===== src/rtl/fetch_pc_unit.sv =====
// Program counter and fetch control in front of a 1-cycle-latency instruction memory.
// Latency: pc is combinational; fetch_pc/fetch_valid describe the memory output one cycle after pc.
// Backpressure: stall with a valid instruction re-presents the held address so the memory output stays put.
module fetch_pc_unit #(
    parameter int ADDRESS_WIDTH = 5,
    parameter int LAST_ADDR     = 32,
    parameter int RESET_PC      = 0
) (
    input  logic                     clk,
    input  logic                     rst,
    input  logic                     stall,
    input  logic                     redirect_valid,
    input  logic [ADDRESS_WIDTH:0]   redirect_target,
    input  logic                     halt_req,
    output logic [ADDRESS_WIDTH:0]   pc,
    output logic [ADDRESS_WIDTH:0]   fetch_pc,
    output logic                     fetch_valid,
    output logic                     halted,
    output logic                     addr_error
);

    localparam int PW = ADDRESS_WIDTH + 1;
    localparam logic [PW-1:0] LAST  = PW'(LAST_ADDR);
    localparam logic [PW-1:0] START = PW'(RESET_PC);

    typedef enum logic [1:0] {
        RUN    = 2'd0,
        DRAIN  = 2'd1,
        HALTED = 2'd2
    } state_t;

    state_t          state;
    logic [PW-1:0]   pc_q;
    logic            hold;

    // A stall only matters when there is a real instruction to hold.
    assign hold   = stall & fetch_valid;
    assign halted = (state == HALTED);
    assign pc     = (hold || state == DRAIN) ? fetch_pc : pc_q;

    always_ff @(posedge clk) begin
        if (rst) begin
            pc_q        <= START;
            fetch_pc    <= '0;
            fetch_valid <= 1'b0;
            state       <= RUN;
            addr_error  <= 1'b0;
        end else begin
            case (state)
                RUN, DRAIN: begin
                    if (halt_req) begin
                        state       <= HALTED;
                        fetch_valid <= 1'b0;
                    end else if (redirect_valid) begin
                        // The memory already sampled the old pc, so one squash bubble follows.
                        fetch_valid <= 1'b0;
                        if (redirect_target <= LAST) begin
                            pc_q  <= redirect_target;
                            state <= RUN;
                        end else begin
                            state      <= HALTED;
                            addr_error <= 1'b1;
                        end
                    end else if (hold) begin
                        state <= state;
                    end else if (state == RUN) begin
                        fetch_pc    <= pc_q;
                        fetch_valid <= 1'b1;
                        if (pc_q < LAST) begin
                            pc_q <= pc_q + PW'(1);
                        end else begin
                            state <= DRAIN;
                        end
                    end else begin
                        state       <= HALTED;
                        fetch_valid <= 1'b0;
                    end
                end
                HALTED: begin
                    fetch_valid <= 1'b0;
                end
                default: begin
                    state       <= HALTED;
                    fetch_valid <= 1'b0;
                end
            endcase
        end
    end

endmodule


===== config.mk =====
export PLATFORM = sky130hd
export DESIGN_NAME = fetch_pc_unit
export DESIGN_NICKNAME = d
export VERILOG_FILES = /design/src/rtl/fetch_pc_unit.sv
export SDC_FILE = /design/constraint.sdc
export NUM_CORES = 1
export LEC_CHECK = 0
export CORE_MARGIN = 2
export CORE_UTILIZATION = 25
export CTS_CLUSTER_SIZE = 16
export DETAILED_ROUTE_END_ITERATION = 8
export PLACE_DENSITY_LB_ADDON = 0.3
export SYNTH_ARGS = -nofsm -noshare
export SYNTH_HDL_FRONTEND = slang
export SYNTH_SLANG_ARGS = --single-unit

===== constraint.sdc =====
create_clock -name clk -period 3.6 [get_ports clk]
set_clock_uncertainty 0.05 [all_clocks]
set_input_delay 0.72 -clock clk [delete_from_list [all_inputs] [get_ports clk]]
set_output_delay 0.72 -clock clk [all_outputs]
set_load 0.01 [all_outputs]

Yosys cells after proc, flatten, opt, wreduce, memory -nomap -nowiden

Cells that the tools add are included.

Magnitude comparators: 2
Add/subtract/negate cells: 1
Reductions and logical operators: 10
Multiplexer cells: 14
Bitwise gates (word level): 7
Eq/ne operators: 6

Operators with widths:

| kind                                                                  | number |
|---|---|
| 6-bit two-way mux                                                     | 6 |
| 2-bit two-way mux                                                     | 6 |
| 6-bit by 1-bit adder with 6-bit output, second input constant         | 1 |
| 6-bit less-or-equal comparator, second input constant                 | 1 |
| 6-bit less-than comparator, second input constant                     | 1 |
| 1-bit NOT                                                             | 6 |
| 6-bit AND reduction                                                   | 1 |
| 5-bit != test, second input constant                                  | 1 |
| 5-bit AND reduction                                                   | 1 |
| 4-bit != test, second input constant                                  | 1 |
| 2-bit case mux with 2 select lines                                    | 1 |
| 4-bit AND reduction                                                   | 1 |
| 2-bit nonzero test                                                    | 2 |
| 4-bit OR reduction                                                    | 1 |
| 3-bit AND reduction                                                   | 1 |
| 2-bit by 1-bit equality test with 1-bit output, second input constant | 1 |
| 2-bit equality test, second input constant                            | 1 |
| 2-bit zero test                                                       | 1 |
| 2-bit by 1-bit != test with 1-bit output, second input constant       | 1 |
| 2-bit != test, second input constant                                  | 1 |
| 2-bit OR reduction                                                    | 1 |
| 1-bit bitwise AND                                                     | 1 |
| 1-bit logical OR                                                      | 1 |
| 1-bit two-way mux                                                     | 1 |

Input bits: 11
Register bits after elaboration: 16

Depth between registers and ports, before layout

Gate-level depths: netlist of run 1.

Depth in word-level cells: 7
Depth in mapped cells: 5

Worst setup path after synthesis of run 1

OpenSTA, ideal clock, no wires.

Path kind: in2out
From: input port stall
To: output port pc[0]
Slack: 1.384 ns
Arrival time: 1.446 ns
Cell stages on the path: 3
Path buffers: 0
Data required time: 2.830 ns
Cells stage by stage: nand2_1 o21ai_1 mux2_2

Word-level cells in the longest chain between the ends: 3

Ends and longest elaborated chain:

| item              | line | text |
|---|---|---|
| start, declared   | 11   | `input logic stall,` |
| 1-bit bitwise AND | 37   | `assign hold = stall & fetch_valid;` |
| 1-bit logical OR  | 39   | `assign pc = (hold \|\| state == DRAIN) ? fetch_pc : pc_q;` |
| 6-bit two-way mux | 39   |  |
| end, declared     | 15   | `output logic [ADDRESS_WIDTH:0] pc,` |

No other way between the ends.

Worst setup path in the final report of run 1

From: input port stall
To: output port pc[4]

The elaborated chain is that of the path after synthesis.

==> results.yml, run 1 <==
sta:
  hold-worst-slack_ns: 0.4268
  layout_setup_ws_ns: 0.2787
  setup_tns_ns: 0
  period_minus_slack_ns: 3.321
  fmax_ghz: 0.3011
  worst_slew_pin_slew_ns: 0.6535
  slew_headroom: 0.5629
  drv_slew: 0
  rsz0062_at_grt: "false"
  setup_viol: 0
  fin_crit_sh: 0.9226
  hold_viol: 0
hold_path:
  worstHoldPathCells: 2
  hold_path.startpoint: "fetch_pc[5]"
  min_to: "fetch_pc[5]"
  min_path_type: "reg2reg"
synthesis:
  synth-seq-cells: 16
  yosysTopAreaCell: "dfxtp_1"
  avgSynthCellArea_sq_um: 8.546
  synthTopCellsByArea: "dfxtp_1, mux2_2, a21oi_1, mux2i_1, nor2_1"
  yosysSeqAreaShare: 0.3536
  yosysMostFrequentCell: "dfxtp_1"
  yosys_warnings: 0
  synthTopCellsByCount: "dfxtp_1, nor2_1, a21oi_1"
  syn_inst: 106
  synth-main-ff-cell: "dfxtp_1"
  synth_area_sq_um: 905.9
  synth.distinct_cells: 35
  async_flop_share: 0
  synth_fp_nets: 118
  synth_top_cell_area_share: 0.3536
  synth_edf_count: 0
critical_path:
  setup.worst_path.end_class: "primary output"
  timing.reg2reg.setup_slack_ns: 1.96
  crit_type: "in2out"
  cp_top_family: "buffers and inverters"
  arrival_ns: 2.55
  cp_cell_sequence: "clkdlybuf4s50_1 -> nand2_1 -> o21ai_1 -> mux2_2 -> clkdlybuf4s50_1"
  worstPathRequired_ns: 2.83
  crit_slowest_cell: "clkdlybuf4s50_1"
  startpoint_type: "primary input"
  cpMostUsedCell: "clkdlybuf4s50_1"
  crit-reg2reg-launch: "state[1]"
  cp.depth: 5
  cp_slowest_stage_delay_ns: 0.52
  reg2regPathDepth: 4
  path_buf_inv: 2
  cp_max_fo: 6
  r2r-end: "pc_q[4]"
clock_network:
  cts_tree: "yes"
  cts_setup_buffers: 0
  htree_levels: 1
  ctsHoldBuffers: 0
  cts_buffer_depth: 2
  clk_pin_slew_ns: 0.10
  ctsRootBufferMaster: "clkbuf_4"
  insertion_delay_ns: 0.29
  cts_sinks: 16
  cts_resized: 0
  numCtsBuffers: 3
detailed_routing:
  vias: 860
  routed_wl_um: 2166
  wl_per_cell_um: 12.31
  via_per_inst: 4.886
  ant_nets: 0
  drc_errors: 0
  dr.pass1.iters: 4
  dr.first_iter.drc_count: 25
power:
  seq_power_share: 0.478
  combPwrFrac: 0.224
  ir_worst_vdd_v: 0.0001238
  p_sw_frac: 0.2836
  clkPwrFrac: 0.298
  p_per_area_nw_per_um2: 342.2
  switchingPower_mw: 0.1173
  intPower_mw: 0.2963
  p_leak_nw: 0.4681
floorplan:
  core_region_area_sq_um: 3416
  dieArea_sq_um: 4121
  initial_core_util: 0.2652
  std_cell_rows: 21
  fp.dieW_um: 64.20
  die_h_um: 64.20
  ios: 26
layout:
  nets: 143
  drive_above_1_share: 0.1154
  diodes: 0
  fillCellCount: 367
  syn_to_final_growth_pct: 33.43
  post-route-util: 0.3538
global_routing:
  grt_pass1_vias: 753
  grt_usage: 0.1080
  antenna_found_initial: 0
  overflow: 0
  grt_pass1_wl_um: 3512
  grt_start_max_net_pins: 18
placed_design:
  dp_slack_ns: 0.2667
  io_buffers: 25
  post-dp-hpwl_um: 1596
  gp_congestion: 0.7981
run_status:
  status: "complete, no violations"
run:
  maxCapViolations: 0
-- layout make-up --
cell class	count	area, sq um	share of cell area
Multi-Input combinational cell	81	525.5	0.4348
Sequential cell	16	320.3	0.2650
Timing Repair Buffer	26	257.7	0.2133
Tap cell	46	57.56	0.04762
Clock buffer	4	36.28	0.03002
Inverter	3	11.26	0.009317
-- per-stage QoR --
| stage | power [mW] | instances | cell area [sq um] |
|---|---|---|---|
| floorplan | 0.2552 | 106 | 905.9 |
| global placement | 0.2931 | 172 | 1172 |
| detailed placement | 0.2947 | 172 | 1172 |
| CTS | 0.4161 | 176 | 1209 |
| global route | 0.4363 | 176 | 1209 |
| finish | 0.4136 | 176 | 1209 |
-- worst reg2reg max path, cell delays in order (launching register included) --
cell	delay [ns]
dfxtp_1	0.36
nor2_1	0.27
o211ai_1	0.31
o311ai_0	0.40
o31ai_1	0.12
-- state kept, by name (all words and copies together) (netlist names) --
register     count
state            2
addr_error       1
fetch_pc         6
pc_q             6
fetch_valid      1
-- how the worst max path moves through the flow --
stage,startpoint,endpoint
2_1_floorplan,stall,pc[0]
4_1_cts,stall,pc[4]
5_1_grt,stall,pc[2]
3_3_place_gp,stall,pc[4]
6_report,stall,pc[4]
3_5_place_dp,stall,pc[3]
-- cells by family after synthesis --
family	count (synthesis)	synth area share
muxes	12	0.1409
buffers and inverters	9	0.06630
adders and majority gates	1	0.01381
AOI/OAI and AO/OA	30	0.2238
DFF	16	0.3536
and+or+nand+nor	38	0.2017
-- power by group through the flow --
stage / Sequential, mW / Combinational [mW] / Clock (mW)
floorplan: 0.199 / 0.0560 / 0
global placement: 0.201 / 0.0916 / 0
detailed placement: 0.202 / 0.0931 / 0
CTS: 0.197 / 0.0935 / 0.125
global route: 0.199 / 0.102 / 0.135
finish: 0.198 / 0.0928 / 0.123
-- layer usage --
metal | part of all wire | routed length [um] | global-route usage
met2 | 0.43 | 933 | 0.1602
met4 | 0.019 | 42 | 0.05585
met1 | 0.50 | 1079 | 0.1451
met3 | 0.051 | 111 | 0.02465
met5 | 0 | 0 | 0
-- cells in the final DEF (no fill, tap or decap) --
| cell | count |
|---|---|
| a211oi_1 | 1 |
| a31oi_1 | 3 |
| o31ai_1 | 4 |
| mux2i_1 | 6 |
| a21oi_1 | 12 |
| buf_4 | 1 |
| o311ai_0 | 1 |
| clkbuf_4 | 3 |
| nor3b_1 | 1 |
| clkbuf_8 | 1 |
| a311oi_1 | 1 |
| o211a_1 | 1 |
| or2b_2 | 1 |
| ha_1 | 1 |
| nand2_1 | 8 |
| nor3_1 | 3 |
| nand2b_1 | 1 |
| and3_1 | 1 |
| mux2_2 | 6 |
| a211o_2 | 1 |
| or3_1 | 1 |
| or4_4 | 1 |
| nand3_1 | 4 |
| o211ai_1 | 1 |
| o21ba_1 | 1 |
| o221ai_1 | 1 |
| nand4_1 | 3 |
| clkdlybuf4s50_1 | 25 |
| inv_1 | 3 |
| a22o_2 | 1 |
| o21ai_1 | 1 |
| o21bai_1 | 1 |
| nor2_1 | 14 |
| dfxtp_1 | 16 |
(Power assumes the default switching activity.)
==> inputs of run 2 (changes only) <==
TNS_END_PERCENT = 5   (was default)
==> results of run 2 <==
The final DEF is identical to that of run 1; final timing and power are the same.
